==> src/rtl/pwm_pkg.sv <==
`default_nettype none
// +----------------------------------------------------------------------------+
// | Package  : pwm_pkg                                                         |
// | Brief    : Shared state encoding and default sizes for duty_pwm_seq.       |
// | Revision : 1.0                                                             |
// +----------------------------------------------------------------------------+
package pwm_pkg;

  localparam int c_DEFAULT_WIDTH = 16;
  localparam int c_DEFAULT_DEPTH = 4;

  localparam logic [0:0] c_ST_IDLE = 1'b0;
  localparam logic [0:0] c_ST_RUN  = 1'b1;

endpackage
`default_nettype wire

==> src/rtl/duty_fifo.sv <==
`default_nettype none
// +----------------------------------------------------------------------------+
// | Module   : duty_fifo                                                       |
// | Brief    : Synchronous duty-value FIFO with occupancy count and ready.     |
// | Revision : 1.0                                                             |
// +----------------------------------------------------------------------------+
module duty_fifo #(
  parameter int WIDTH = 16,
  parameter int DEPTH = 4
) (
  input  logic                       clk,
  input  logic                       rst,
  input  logic                       i_push,
  input  logic                       i_pop,
  input  logic [WIDTH-1:0]           i_data,
  output logic [WIDTH-1:0]           o_head,
  output logic [$clog2(DEPTH+1)-1:0] o_fill,
  output logic                       o_ready
);

  localparam int c_AW = $clog2(DEPTH);
  localparam int c_FW = $clog2(DEPTH+1);
  localparam logic [c_FW-1:0] c_FULL = c_FW'(DEPTH);

  logic [WIDTH-1:0] r_mem_q [DEPTH];
  logic [c_AW-1:0]  r_wr_ptr_q, w_wr_ptr_d;
  logic [c_AW-1:0]  r_rd_ptr_q, w_rd_ptr_d;
  logic [c_FW-1:0]  r_fill_q,   w_fill_d;
  logic             w_do_push, w_do_pop;

  // DEPTH is a power of two, so the pointers wrap on their own.
  assign w_do_push = i_push && (r_fill_q != c_FULL);
  assign w_do_pop  = i_pop  && (r_fill_q != '0);

  always_comb begin
    w_wr_ptr_d = r_wr_ptr_q;
    w_rd_ptr_d = r_rd_ptr_q;
    w_fill_d   = r_fill_q;
    if (w_do_push) w_wr_ptr_d = r_wr_ptr_q + c_AW'(1);
    if (w_do_pop)  w_rd_ptr_d = r_rd_ptr_q + c_AW'(1);
    case ({w_do_push, w_do_pop})
      2'b10:   w_fill_d = r_fill_q + c_FW'(1);
      2'b01:   w_fill_d = r_fill_q - c_FW'(1);
      default: w_fill_d = r_fill_q;
    endcase
  end

  always_ff @(posedge clk) begin
    if (rst) begin
      r_wr_ptr_q <= '0;
      r_rd_ptr_q <= '0;
      r_fill_q   <= '0;
    end else begin
      r_wr_ptr_q <= w_wr_ptr_d;
      r_rd_ptr_q <= w_rd_ptr_d;
      r_fill_q   <= w_fill_d;
    end
  end

  always_ff @(posedge clk) begin
    if (w_do_push) r_mem_q[r_wr_ptr_q] <= i_data;
  end

  assign o_head  = r_mem_q[r_rd_ptr_q];
  assign o_fill  = r_fill_q;
  assign o_ready = (r_fill_q < c_FULL);

endmodule
`default_nettype wire

==> src/rtl/duty_pwm_seq.sv <==
`default_nettype none
// +----------------------------------------------------------------------------+
// | Module   : duty_pwm_seq                                                    |
// | Brief    : FIFO-fed PWM generator; duty changes only at period boundaries. |
// | Revision : 1.0                                                             |
// +----------------------------------------------------------------------------+
module duty_pwm_seq
  import pwm_pkg::*;
#(
  parameter int WIDTH = c_DEFAULT_WIDTH,
  parameter int DEPTH = c_DEFAULT_DEPTH
) (
  input  logic                       clk,
  input  logic                       rst,
  input  logic [WIDTH-1:0]           duty_in,
  input  logic                       duty_valid,
  output logic                       duty_ready,
  output logic                       pwm_out,
  output logic                       period_start,
  output logic                       underrun,
  output logic [$clog2(DEPTH+1)-1:0] fill
);

  localparam int c_FW = $clog2(DEPTH+1);
  localparam logic [WIDTH-1:0] c_CNT_LAST = {WIDTH{1'b1}};

  logic [0:0]       r_state_q, w_state_d;
  logic [WIDTH-1:0] r_cnt_q,   w_cnt_d;
  logic [WIDTH-1:0] r_duty_q,  w_duty_d;
  logic             r_pwm_q,   w_pwm_d;
  logic             r_ps_q,    w_ps_d;
  logic             r_under_q, w_under_d;

  logic             w_push, w_pop, w_ready;
  logic [WIDTH-1:0] w_head;
  logic [c_FW-1:0]  w_fill;

  assign w_push = duty_valid && w_ready;

  duty_fifo #(
    .WIDTH (WIDTH),
    .DEPTH (DEPTH)
  ) u_fifo (
    .clk     (clk),
    .rst     (rst),
    .i_push  (w_push),
    .i_pop   (w_pop),
    .i_data  (duty_in),
    .o_head  (w_head),
    .o_fill  (w_fill),
    .o_ready (w_ready)
  );

  always_comb begin
    w_state_d = r_state_q;
    w_cnt_d   = r_cnt_q;
    w_duty_d  = r_duty_q;
    w_under_d = r_under_q;
    w_pwm_d   = 1'b0;
    w_ps_d    = 1'b0;
    w_pop     = 1'b0;
    case (r_state_q)
      c_ST_IDLE: begin
        w_cnt_d = '0;
        if (w_fill != '0) begin
          w_pop     = 1'b1;
          w_duty_d  = w_head;
          w_state_d = c_ST_RUN;
        end
      end
      c_ST_RUN: begin
        w_pwm_d = (r_cnt_q < r_duty_q);
        w_ps_d  = (r_cnt_q == '0);
        w_cnt_d = r_cnt_q + WIDTH'(1);
        // A push landing on an empty-FIFO boundary is only visible next period.
        if (r_cnt_q == c_CNT_LAST) begin
          if (w_fill != '0) begin
            w_pop    = 1'b1;
            w_duty_d = w_head;
          end else begin
            w_under_d = 1'b1;
          end
        end
      end
      default: w_state_d = c_ST_IDLE;
    endcase
  end

  always_ff @(posedge clk) begin
    if (rst) begin
      r_state_q <= c_ST_IDLE;
      r_cnt_q   <= '0;
      r_duty_q  <= '0;
      r_pwm_q   <= 1'b0;
      r_ps_q    <= 1'b0;
      r_under_q <= 1'b0;
    end else begin
      r_state_q <= w_state_d;
      r_cnt_q   <= w_cnt_d;
      r_duty_q  <= w_duty_d;
      r_pwm_q   <= w_pwm_d;
      r_ps_q    <= w_ps_d;
      r_under_q <= w_under_d;
    end
  end

  assign duty_ready   = w_ready;
  assign pwm_out      = r_pwm_q;
  assign period_start = r_ps_q;
  assign underrun     = r_under_q;
  assign fill         = w_fill;

endmodule
`default_nettype wire

==> config.mk <==
export PLATFORM = sky130hd
export DESIGN_NAME = duty_pwm_seq
export DESIGN_NICKNAME = d
export VERILOG_FILES = /design/src/rtl/pwm_pkg.sv /design/src/rtl/duty_fifo.sv /design/src/rtl/duty_pwm_seq.sv
export SDC_FILE = /design/constraint.sdc
export NUM_CORES = 1
export LEC_CHECK = 0
export ABC_CLOCK_PERIOD_IN_PS = 4380
export CORE_ASPECT_RATIO = 0.6
export CORE_MARGIN = 1
export CORE_UTILIZATION = 55
export DETAILED_ROUTE_END_ITERATION = 10
export HOLD_SLACK_MARGIN = 0.03
export PLACE_DENSITY = 0.74
export SKIP_CTS_REPAIR_TIMING = 1
export SYNTH_ARGS = -nofsm -noshare
export SYNTH_HDL_FRONTEND = slang
export SYNTH_SLANG_ARGS = --single-unit
==> constraint.sdc <==
create_clock -name clk -period 4.38 [get_ports clk]
set_input_delay 1.314 -clock clk [delete_from_list [all_inputs] [get_ports clk]]
set_output_delay 1.314 -clock clk [all_outputs]
set_load 0.1 [all_outputs]
Yosys cells after proc, flatten, opt, wreduce, memory -nomap -nowiden:

Memories as Yosys holds them, arrays and structs flattened. A register that Yosys moved wholly into a read port is not among the register bits.
Cells that the tools add are included.

* eq/ne operators: 5
* bitwise operators: 2
* reductions and logical operators: 8
* magnitude comparators: 2
* mux-type cells: 13
* add/sub/neg operators: 5

Operator list (count)
* $pmux 16 s2: 2
* $mux 16: 2
* $add 16x1->16 const B: 1
* $eq 16x16->1 const B: 1
* $logic_not 16->1: 1
* $lt 16x16->1: 1
* $pmux 3 s2: 1
* $mux 1: 5
* $add 2x1->2 const B: 2
* $mux 2: 2
* $add 3x1->3 const B: 1
* $logic_and 1x1->1: 3
* $lt 3x3->1 const B: 1
* $ne 3x3->1 const B: 1
* $reduce_and 3->1: 1
* $reduce_bool 3->1: 1
* $sub 3x1->3 const B: 1
* $eq 2x1->1 const B: 1
* $eq 2x2->1 const B: 1
* $ne 2x1->1 const B: 1
* $not 1->1: 2
* $pmux 1 s2: 1
* $reduce_bool 2->1: 1
* $reduce_or 2->1: 1

* memories: 1
* flip-flop bits (word level): 43
* bits in writable memories: 64

Memory list
* u_fifo.r_mem_q: depth 4, bits a word 16, read ports 1, clocked after Yosys merged registers in 1, wr ports 1, line duty_fifo.sv:25 `logic [WIDTH-1:0] r_mem_q [DEPTH];`

Depth between registers and ports, before layout:

Gate-level depths: netlist (run 1).

* depth after elaboration: 7
* depth in mapped cells: 11
* depth with buffers taken out: 10

Modules after synthesis:

Synthesis (run 1) repeated with hierarchy kept, for this count alone.

* cell total of the unflattened synthesis: 400
* area total of the unflattened synthesis: 5300.1 um2

By module, submodules not included
* duty_fifo: cells each 134, area each 2822.7 um2, seq. area each 2102.0 um2, times used 1
* duty_pwm_seq: cells each 266, area each 2477.4 um2, seq. area each 720.7 um2, times used 1

Worst setup path after synthesis (run 1):

Ideal clock, no wire load.

* kind: register to output
* start: reg u_fifo.r_fill_q[2], in the netlist u_fifo.o_fill[2]
* end: out duty_ready
* cell stages (with the launch flop): 2
* setup slack: 1363 ps
* data arrival time: 1703 ps
* cell sequence: dfxtp_1 inv_1

* word-level cells in the longest chain between the ends: 1

Ends and longest elaborated chain
* from (decl): line duty_fifo.sv:28 `logic [c_FW-1:0] r_fill_q, w_fill_d;`
* from (signal assigned): line duty_fifo.sv:56 `r_fill_q <= w_fill_d;`
* $lt 3x3->1: line duty_fifo.sv:66 `assign o_ready = (r_fill_q < c_FULL);`
* to (decl): line duty_pwm_seq.sv:17 `output logic duty_ready,`

Every way passes these cells.

Final worst setup path (run 1):

* start: reg u_fifo.r_fill_q[2], in the netlist u_fifo.o_fill[2]
* end: out fill[2]

RTL lines
* to (decl): line duty_pwm_seq.sv:21 `output logic [$clog2(DEPTH+1)-1:0] fill`

No word-level cell between the ends.

==> flow_summary.yaml, run 1 <==
cts:
  clk_pin_slew_ps: 70
  clk_latency_ps: 350
  root_buffer: "clkbuf_16"
  cts.htree.levels: 3
  cts_made_buffers: 9
  cts.sinks: 109
  clock_path_buffers: 2
  cts_tree: "built"
detailed_routing:
  drtAntennaViolNets: 0
  drcViolationCount: 0
  vias: 2853
  first_pass_iters: 4
  route.met2.wl_um: 3650
  wl_met3_um: 462
  drtIter0Drc: 234
  avgViaCountPerCell: 5.78
  highest_layer: "met4"
  wl_um: 8480
  wl_per_cell_um: 17.2
  wl_met1_um: 4190
synth:
  ys.flop_type: "edfxtp_1"
  synth_compound_area_share_pct: 7.96
  synth_seq_cells: 109
  synth.area.mux_share_pct: 7.80
  synth_top_family_by_area: "simple AND/OR/NAND/NOR gates"
  syn_area_per_cell_sq_um: 12.9
  netlist_area_sq_mm: 0.00462
  synth.distinct_cells: 36
  synth_warnings: 0
  synth_xor_xnor_area_share_pct: 2.84
  synth-edff-count: 64
  synthCells: 359
  ys_async_sr_fraction_pct: 0
  syn-num-nets: 401
  seq_area_frac_synth_pct: 61.1
  synth-simple-area-share_pct: 10.0
  synthAdderAreaFrac_pct: 6.39
setup_path:
  cp-end-kind: "output port"
  crit_buf_inv: 1
  crit_arrival_ps: 1970
  crit_required_ps: 3070
  crit_path_cell_trace: "clkdlybuf4s50_1"
  crit_path_max_incr_delay_ps: 1170
  path_max_fanout: 7
  cp_slowest_cell: "clkdlybuf4s50_1"
  cpLargestDelayFamily: "buffers and inverters"
  critPathLaunchType: "flop"
  regToRegStartpoint: "r_cnt_q[0]$_SDFF_PP0_"
  worst-setup-path-type: "flop to output port"
  critPathLaunch: "u_fifo.o_fill[2]$_SDFFE_PP0P_"
sta:
  setup_viol: 0
  period_share_pct: 74.9
  hold_viol: 0
  worst_pin_slew_ps: 1080
  fin_tns_setup_ps: 0
  rsz0062_at_grt: "no"
  fin_crit_ps: 3280
  fmax_mhz: 305
  drv_slew: 0
  worst_clock_skew_ps: 6.28
  slew_headroom_pct: 27.7
finish:
  final_common_cell: "edfxtp_1"
  drive_gt1_share_pct: 9.84
  diodes: 0
  nNetsFinal: 423
  fin_cells: 494
  area.growth.synth_to_final_pct: 13.3
  nFillCells: 617
  final_cell_mix: "64 x edfxtp_1, 45 x dfxtp_1, 29 x a21oi_1"
min_path:
  min_path_type: "flop to flop"
  min_from: "r_duty_q[4]$_SDFFE_PP0P_"
floorplanning:
  initial_core_util_pct: 57.7
  dieArea_sq_mm: 0.00878
  std_cell_rows: 25
  die_y_um: 73
  dieWidth_um: 120
  io_pins: 26
  core_area_sq_mm: 0.00801
place:
  place_inst: 478
  io_buffers: 25
  gp_congestion: 0.789
  dpl.hpwl_um: 5770
power:
  power.share.switching_pct: 33.0
  pwr-share-clk_pct: 26.0
  p_sw_mw: 0.975
  seqPwrFrac_pct: 46.5
  power_density_mw_per_mm2: 565
  p_int_mw: 1.98
  p_leak_nw: 1.74
  ir_worst_vdd_mv: 0.415
  power_mw: 2.96
  power_frac_comb_pct: 27.5
job:
  maxCapViolCount: 0
global_route:
  grt_pass1_wl_um: 14100
  antenna_found_initial: 0
  first_global_vias: 2894
  track_usage_pct: 21.8
  grt_start_max_net_pins: 28
  gr-total-overflow: 0
outcome:
  status: "finished, final reports clean"
-- Yosys cell counts (5+ instances only) --
master    instances  share of area, %
a21oi_1          29               3.1
nand4_1           6              0.81
nor2_1           27               2.2
mux4_2           16               7.8
nand2_1           5              0.41
clkbuf_1         13               1.1
ha_1             22               6.0
nand3_1          20               2.2
inv_1            28               2.3
dfxtp_1          45                19
o21ai_0          22               2.4
xnor2_1          12               2.3
edfxtp_1         64                42
nor3_1            6              0.65
nor4_1            7              0.95
or3_1             6              0.81
-- stage by stage --
step,utilization [%],worst slack (ps),instance area [sq um],hold WS [ps]
3_5_place_dp,61.9,1040,4950,467
3_3_place_gp,61.9,1090,4950,466
5_1_grt,65.4,975,5240,497
6_report,65.4,1100,5240,477
4_1_cts,65.4,1090,5240,477
2_1_floorplan,-,1360,4620,449
-- sequential cells by signal, summed over array words and instances, names as in the netlist, named ones only --
signal	flops
u_fifo.r_rd_ptr_q	2
r_state_q	1
r_duty_q	16
underrun	1
u_fifo.r_mem_q	64
pwm_out	1
r_cnt_q	16
u_fifo.o_fill	3
u_fifo.r_wr_ptr_q	2
period_start	1
-- layer usage --
metal / GRT usage (%) / up-vias
met5: 0 / -
met4: 8.92 / 0
met3: 6.48 / 16
met2: 32.9 / 76
met1: 29.8 / 1399
li1: - / 1362
-- final cells by class --
class	instances	area [sq um]	share of cell area (%)
clock buffers	9	225	4.30
clock inverters	7	58.8	1.12
inverters	28	105	2.01
multi-input cells	205	1620	30.9
flip-flops and latches	109	2820	53.9
well taps	108	135	2.58
repair buffers	28	273	5.21
-- cells by family (layout without fill, tap and decap cells) --
group | after synthesis | count (layout)
buffers and inverters | 45 | 72
DFF | 109 | 109
muxes | 16 | 16
AOI/OAI and AO/OA | 63 | 63
adders and majority gates | 23 | 23
xor gates and xnor gates | 15 | 15
and+or+nand+nor | 88 | 88
-- worst paths after layout --
path | end | slack (ps) | depth (start not counted)
hold / removal | r_duty_q[4]$_SDFFE_PP0P_ | 480 | 2
setup / recovery | fill[2] | 1100 | 1
hold reg to reg | r_duty_q[4]$_SDFFE_PP0P_ | 480 | 2
setup reg to reg | u_fifo.o_fill[2]$_SDFFE_PP0P_ | 1190 | 10
-- power groups by stage --
stage,combinational (mW),clock [mW],sequential [mW]
5_1_grt,0.905,0.813,1.40
3_5_place_dp,0.812,0,1.40
4_1_cts,0.816,0.781,1.38
6_report,0.813,0.770,1.38
2_1_floorplan,0.580,0,1.43
3_3_place_gp,0.785,0,1.39
Power figures use the tool's default switching activity.
==> run 2: changes to the inputs <==
--- a/config.mk
+++ b/config.mk
@@ -5,7 +5,7 @@
 export SDC_FILE = /design/constraint.sdc
 export NUM_CORES = 1
 export LEC_CHECK = 0
-export ABC_CLOCK_PERIOD_IN_PS = 4380
+export ABC_CLOCK_PERIOD_IN_PS = 3150
 export CORE_ASPECT_RATIO = 0.6
 export CORE_MARGIN = 1
 export CORE_UTILIZATION = 55
==> constraint.sdc (replaced) <==
create_clock -name clk -period 3.15 [get_ports clk]
set_input_delay 0.945 -clock clk [delete_from_list [all_inputs] [get_ports clk]]
set_output_delay 0.945 -clock clk [all_outputs]
set_load 0.1 [all_outputs]
==> run 2 against run 1 <==
Against the previous run:
- design area rose by 1.1%
- core utilization up 0.69 points
- first-iteration DRC count is 19% lower
- global-route usage increased by 0.26 points
- largest cell class unchanged
- highest routed layer unchanged
==> flow_summary.yaml, run 2 (synthesis results as in run 1) <==
sta:
  fin_crit_ps: 2770
  period_share_pct: 87.9
  worst_pin_slew_ps: 930
  worst_clock_skew_ps: 4.10
  slew_headroom_pct: 37.8
  drv_slew: 0
  fin_tns_setup_ps: 0
  fmax_mhz: 361
  setup_viol: 0
  rsz0062_at_grt: "no"
  hold_viol: 0
setup_path:
  critPathLaunchType: "flop"
  crit_path_cell_trace: "nand4_1 > o41a_1 > nor2_1 > ha_1 > inv_1 > fa_1 > xor2_1 > or3_1 > a21oi_1"
  cpLargestDelayFamily: "simple AND/OR/NAND/NOR gates"
  worst-setup-path-type: "flop to flop"
  crit_required_ps: 3430
  path_max_fanout: 7
  crit_path_max_incr_delay_ps: 500
  crit_arrival_ps: 3050
  crit_buf_inv: 1
  cp-end-kind: "flop"
  cp_slowest_cell: "o41a_1"
outcome:
  status: "finished, final reports clean"
floorplanning:
  dieWidth_um: 120
  initial_core_util_pct: 57.7
  dieArea_sq_mm: 0.00878
  std_cell_rows: 25
  io_pins: 26
  die_y_um: 73
  core_area_sq_mm: 0.00801
global_route:
  first_global_vias: 2885
  gr-total-overflow: 0
  grt_start_max_net_pins: 27
  grt_pass1_wl_um: 14100
  track_usage_pct: 22.0
  antenna_found_initial: 0
detailed_routing:
  avgViaCountPerCell: 5.64
  wl_per_cell_um: 16.7
  drtIter0Drc: 190
  vias: 2835
  drtAntennaViolNets: 0
  first_pass_iters: 4
  drcViolationCount: 0
  wl_um: 8400
finish:
  diodes: 0
  nNetsFinal: 432
  area.growth.synth_to_final_pct: 14.5
  largest_registers: "u_fifo.r_mem_q (64), r_cnt_q (16), r_duty_q (16)"
  drive_gt1_share_pct: 13.7
  finalInstanceArea_sq_mm: 0.00529
  regMostFlops: "u_fifo.r_mem_q"
  largest_reg_flops: 64
  final_common_cell: "edfxtp_1"
  nFillCells: 627
  final_cell_mix: "64 x edfxtp_1, 45 x dfxtp_1, 29 x a21oi_1"
power:
  p_leak_nw: 1.81
  ir_worst_vdd_mv: 0.631
  power_density_mw_per_mm2: 786
job:
  maxCapViolCount: 0
min_path:
  min_path_type: "flop to flop"
cts:
  cts_made_buffers: 9
  clk_latency_ps: 350
  cts.htree.levels: 3
  clk_pin_slew_ps: 70
  cts_tree: "built"
  cts.sinks: 109
  clock_path_buffers: 2
  root_buffer: "clkbuf_16"
place:
  gp_congestion: 0.901
  placed_cell_area_sq_mm: 0.00500
  io_buffers: 25
  dpl.hpwl_um: 5850
## run 2: path summary, 6_finish.rpt
kind	start	end	slack [ps]	cells after the start
hold reg to reg	r_duty_q[5]$_SDFFE_PP0P_	r_duty_q[5]$_SDFFE_PP0P_	480	2
hold / removal	r_duty_q[5]$_SDFFE_PP0P_	r_duty_q[5]$_SDFFE_PP0P_	480	2
setup reg to reg	r_cnt_q[11]$_SDFF_PP0_	u_fifo.o_fill[2]$_SDFFE_PP0P_	380	9
setup / recovery	r_cnt_q[11]$_SDFF_PP0_	u_fifo.o_fill[2]$_SDFFE_PP0P_	380	9
## run 2: cell type report
type	instances	area [sq um]	share of cell area [%]
Multi-Input combinational cell	205	1620	30.6
Tap cell	108	135	2.55
Timing Repair Buffer	37	323	6.10
Clock buffer	9	225	4.26
Clock inverter	7	63.8	1.21
Sequential cell	109	2820	53.3
Inverter	28	105	1.99
## run 2: report_power, final
group | switching (mW) | internal, mW
registers | 0.130 | 1.75
clock network | 0.538 | 0.558
logic | 0.711 | 0.474
total | 1.38 | 2.78
## run 2: worst register-to-register path, cell delays in order (launching register included)
cell     delay, ps
dfxtp_1        470
nand4_1        310
o41a_1         500
nor2_1         150
ha_1           200
inv_1           70
fa_1           380
xor2_1         160
or3_1          310
a21oi_1        160
## run 2: stage by stage
stage	hold slack (ps)	cells	setup WS (ps)	util, %	power (mW)
floorplan	449	359	401	-	2.79
global placement	465	487	395	62.5	3.05
detailed placement	470	487	298	62.5	3.10
CTS	481	503	420	66.1	4.20
global route	507	503	231	66.1	4.42
finish	480	503	380	66.1	4.16
## run 2: layer usage
| layer | vias up | routed length [um] | share of wire [%] | track usage (%) |
|---|---|---|---|---|
| met3 | 13 | 567 | 6.7 | 7.11 |
| met2 | 76 | 3700 | 44 | 33.8 |
| met4 | 0 | 125 | 1.5 | 7.54 |
| li1 | 1381 | - | - | - |
| met1 | 1365 | 4010 | 48 | 29.9 |
| met5 | - | 0 | 0 | 0 |
==> run 3: changes to the inputs <==
--- a/config.mk
+++ b/config.mk
@@ -5,13 +5,13 @@
 export SDC_FILE = /design/constraint.sdc
 export NUM_CORES = 1
 export LEC_CHECK = 0
-export ABC_CLOCK_PERIOD_IN_PS = 3150
+export ABC_CLOCK_PERIOD_IN_PS = 3000
 export CORE_ASPECT_RATIO = 0.6
 export CORE_MARGIN = 1
-export CORE_UTILIZATION = 55
+export CORE_UTILIZATION = 59
 export DETAILED_ROUTE_END_ITERATION = 10
 export HOLD_SLACK_MARGIN = 0.03
-export PLACE_DENSITY = 0.74
+export PLACE_DENSITY = 0.79
 export SKIP_CTS_REPAIR_TIMING = 1
 export SYNTH_ARGS = -nofsm -noshare
 export SYNTH_HDL_FRONTEND = slang
==> constraint.sdc (replaced) <==
create_clock -name clk -period 3 [get_ports clk]
set_input_delay 0.9 -clock clk [delete_from_list [all_inputs] [get_ports clk]]
set_output_delay 0.9 -clock clk [all_outputs]
set_load 0.1 [all_outputs]
==> run 3 against run 2 <==
Against the previous run:
- total power increased by 5.6%
- global-route usage increased by 1.7 points
- routed wire length increased by 2.3%
- core utilization increased by 5.4 points
- worst hold slack improved by 2.7 ps
- register-to-register slack about the same
- first-iteration DRC count increased by 27%
- setup slack got worse by 9.8 ps
- highest routed layer unchanged
==> flow_summary.yaml, run 3 (synthesis results as in run 1) <==
setup_path:
  crit_buf_inv: 1
  crit_path_cell_trace: "ha_1 > nand3_2 > o41a_1 > nor2_1 > ha_1 > inv_1 > fa_1 > xor2_1 > or3_1 > a21oi_1"
  critPathLaunchType: "flop"
  cpLargestDelayFamily: "adder cells"
  cp_slowest_cell: "o41a_1"
  worst-setup-path-type: "flop to flop"
  cp-end-kind: "flop"
  crit_required_ps: 3270
  crit_path_frequent_cell: "ha_1"
  path_max_fanout: 6
  crit_arrival_ps: 2900
  crit_path_max_incr_delay_ps: 430
sta:
  fmax_mhz: 380
  fin_crit_ps: 2630
  worst_clock_skew_ps: 7.21
  slew_headroom_pct: 38.7
  worst_pin_slew_ps: 916
  drv_slew: 0
  setup_viol: 0
  hold_viol: 0
  period_share_pct: 87.7
  rsz0062_at_grt: "no"
  whs_ps: 483
  fin_tns_setup_ps: 0
finish:
  largest_reg_flops: 64
  fin_util_pct: 71.5
  largest_registers: "u_fifo.r_mem_q (64), r_cnt_q (16), r_duty_q (16)"
  nNetsFinal: 433
  area.growth.synth_to_final_pct: 14.7
  fin_cells: 500
  regMostFlops: "u_fifo.r_mem_q"
  final_common_cell: "edfxtp_1"
  drive_gt1_share_pct: 13.4
  diodes: 0
  nFillCells: 529
  final_cell_mix: "64 x edfxtp_1, 45 x dfxtp_1, 29 x a21oi_1"
detailed_routing:
  wl_um: 8600
  first_pass_iters: 4
  drtAntennaViolNets: 0
  drtIter0Drc: 242
  vias: 2832
  drcViolationCount: 0
  avgViaCountPerCell: 5.66
  wl_per_cell_um: 17.2
outcome:
  status: "finished, final reports clean"
global_route:
  antenna_found_initial: 0
  gr-total-overflow: 0
  busiest_layer: "met2"
  track_usage_pct: 23.7
  grt_use_met2_pct: 36.0
  use_met1_pct: 33.8
  grt_use_met3_pct: 6.43
  first_global_vias: 2854
  grt_pass1_wl_um: 14300
  grt_start_max_net_pins: 27
cts:
  root_buffer: "clkbuf_16"
  clk_pin_slew_ps: 70
  cts.sinks: 109
  cts.htree.levels: 3
  cts_tree: "built"
  clk_latency_ps: 350
  cts_made_buffers: 9
  clock_path_buffers: 2
job:
  maxCapViolCount: 0
power:
  pwr-share-clk_pct: 26.3
  power_density_mw_per_mm2: 829
  seqPwrFrac_pct: 45.0
  p_leak_nw: 1.81
  ir_worst_vdd_mv: 0.765
  p_int_mw: 2.99
  p_sw_mw: 1.41
  power.share.switching_pct: 32.0
  power_frac_comb_pct: 28.7
place:
  dpl.hpwl_um: 5910
  io_buffers: 25
  place_inst: 484
  gp_congestion: 0.809
floorplanning:
  initial_core_util_pct: 62.3
  dieWidth_um: 116
  core_area_sq_mm: 0.00742
  dieArea_sq_mm: 0.00820
  io_pins: 26
  die_y_um: 70.6
  std_cell_rows: 24
min_path:
  min_path_type: "flop to flop"
[run 3: cell types whose count changed in the layout (fill, tap and decap cells not counted), sizes merged]
cell    previous run  this run
buf               19        20
bufinv             0         1
clkbuf             9        11
clkinv             1         4
inv               34        28
[run 3: layout make-up]
class	count	area [sq um]	area share (%)
Clock inverter	5	61.3	1.16
Multi-Input combinational cell	205	1620	30.5
Sequential cell	109	2820	53.3
Inverter	28	105	1.98
Tap cell	104	130	2.46
Clock buffer	11	233	4.39
Timing Repair Buffer	38	330	6.23
[run 3: layer usage]
metal  vias to the layer above  share of wire [%]
li1                       1378                  -
met1                      1378                 47
met2                        65                 45
met3                        11                5.9
met4                         0                1.2
met5                         -                  0
[run 3: worst paths after layout]
check                           start  slack, ps                             to  cells after the start
max             r_cnt_q[0]$_SDFF_PP0_        370  u_fifo.o_fill[2]$_SDFFE_PP0P_                     10
min reg2reg  r_duty_q[8]$_SDFFE_PP0P_        480       r_duty_q[8]$_SDFFE_PP0P_                      2
min          r_duty_q[8]$_SDFFE_PP0P_        480       r_duty_q[8]$_SDFFE_PP0P_                      2
max reg2reg     r_cnt_q[0]$_SDFF_PP0_        370  u_fifo.o_fill[2]$_SDFFE_PP0P_                     10
[run 3: worst min-delay path: stages, from the launching register on]
cell and delay, ps:
dfxtp_1 310, o21ai_0 60, a21oi_1 60
[run 3: metrics by stage]
| step | instance area (sq um) | worst slack, ps | power, mW |
|---|---|---|---|
| floorplan | 4620 | 251 | 2.93 |
| global placement | 5010 | 294 | 3.20 |
| detailed placement | 5010 | 227 | 3.25 |
| CTS | 5300 | 376 | 4.41 |
| global route | 5300 | 180 | 4.62 |
| finish | 5300 | 370 | 4.40 |
[run 3: power groups by stage]
stage                     sequential (mW)  combinational [mW]  clock (mW)
after detailed placement             2.01                1.25           0
after CTS                            1.98                1.26        1.17
after floorplan                      2.08               0.847           0
after global placement               1.99                1.20           0
after global routing                 2.00                1.38        1.24
final                                1.98                1.26        1.16
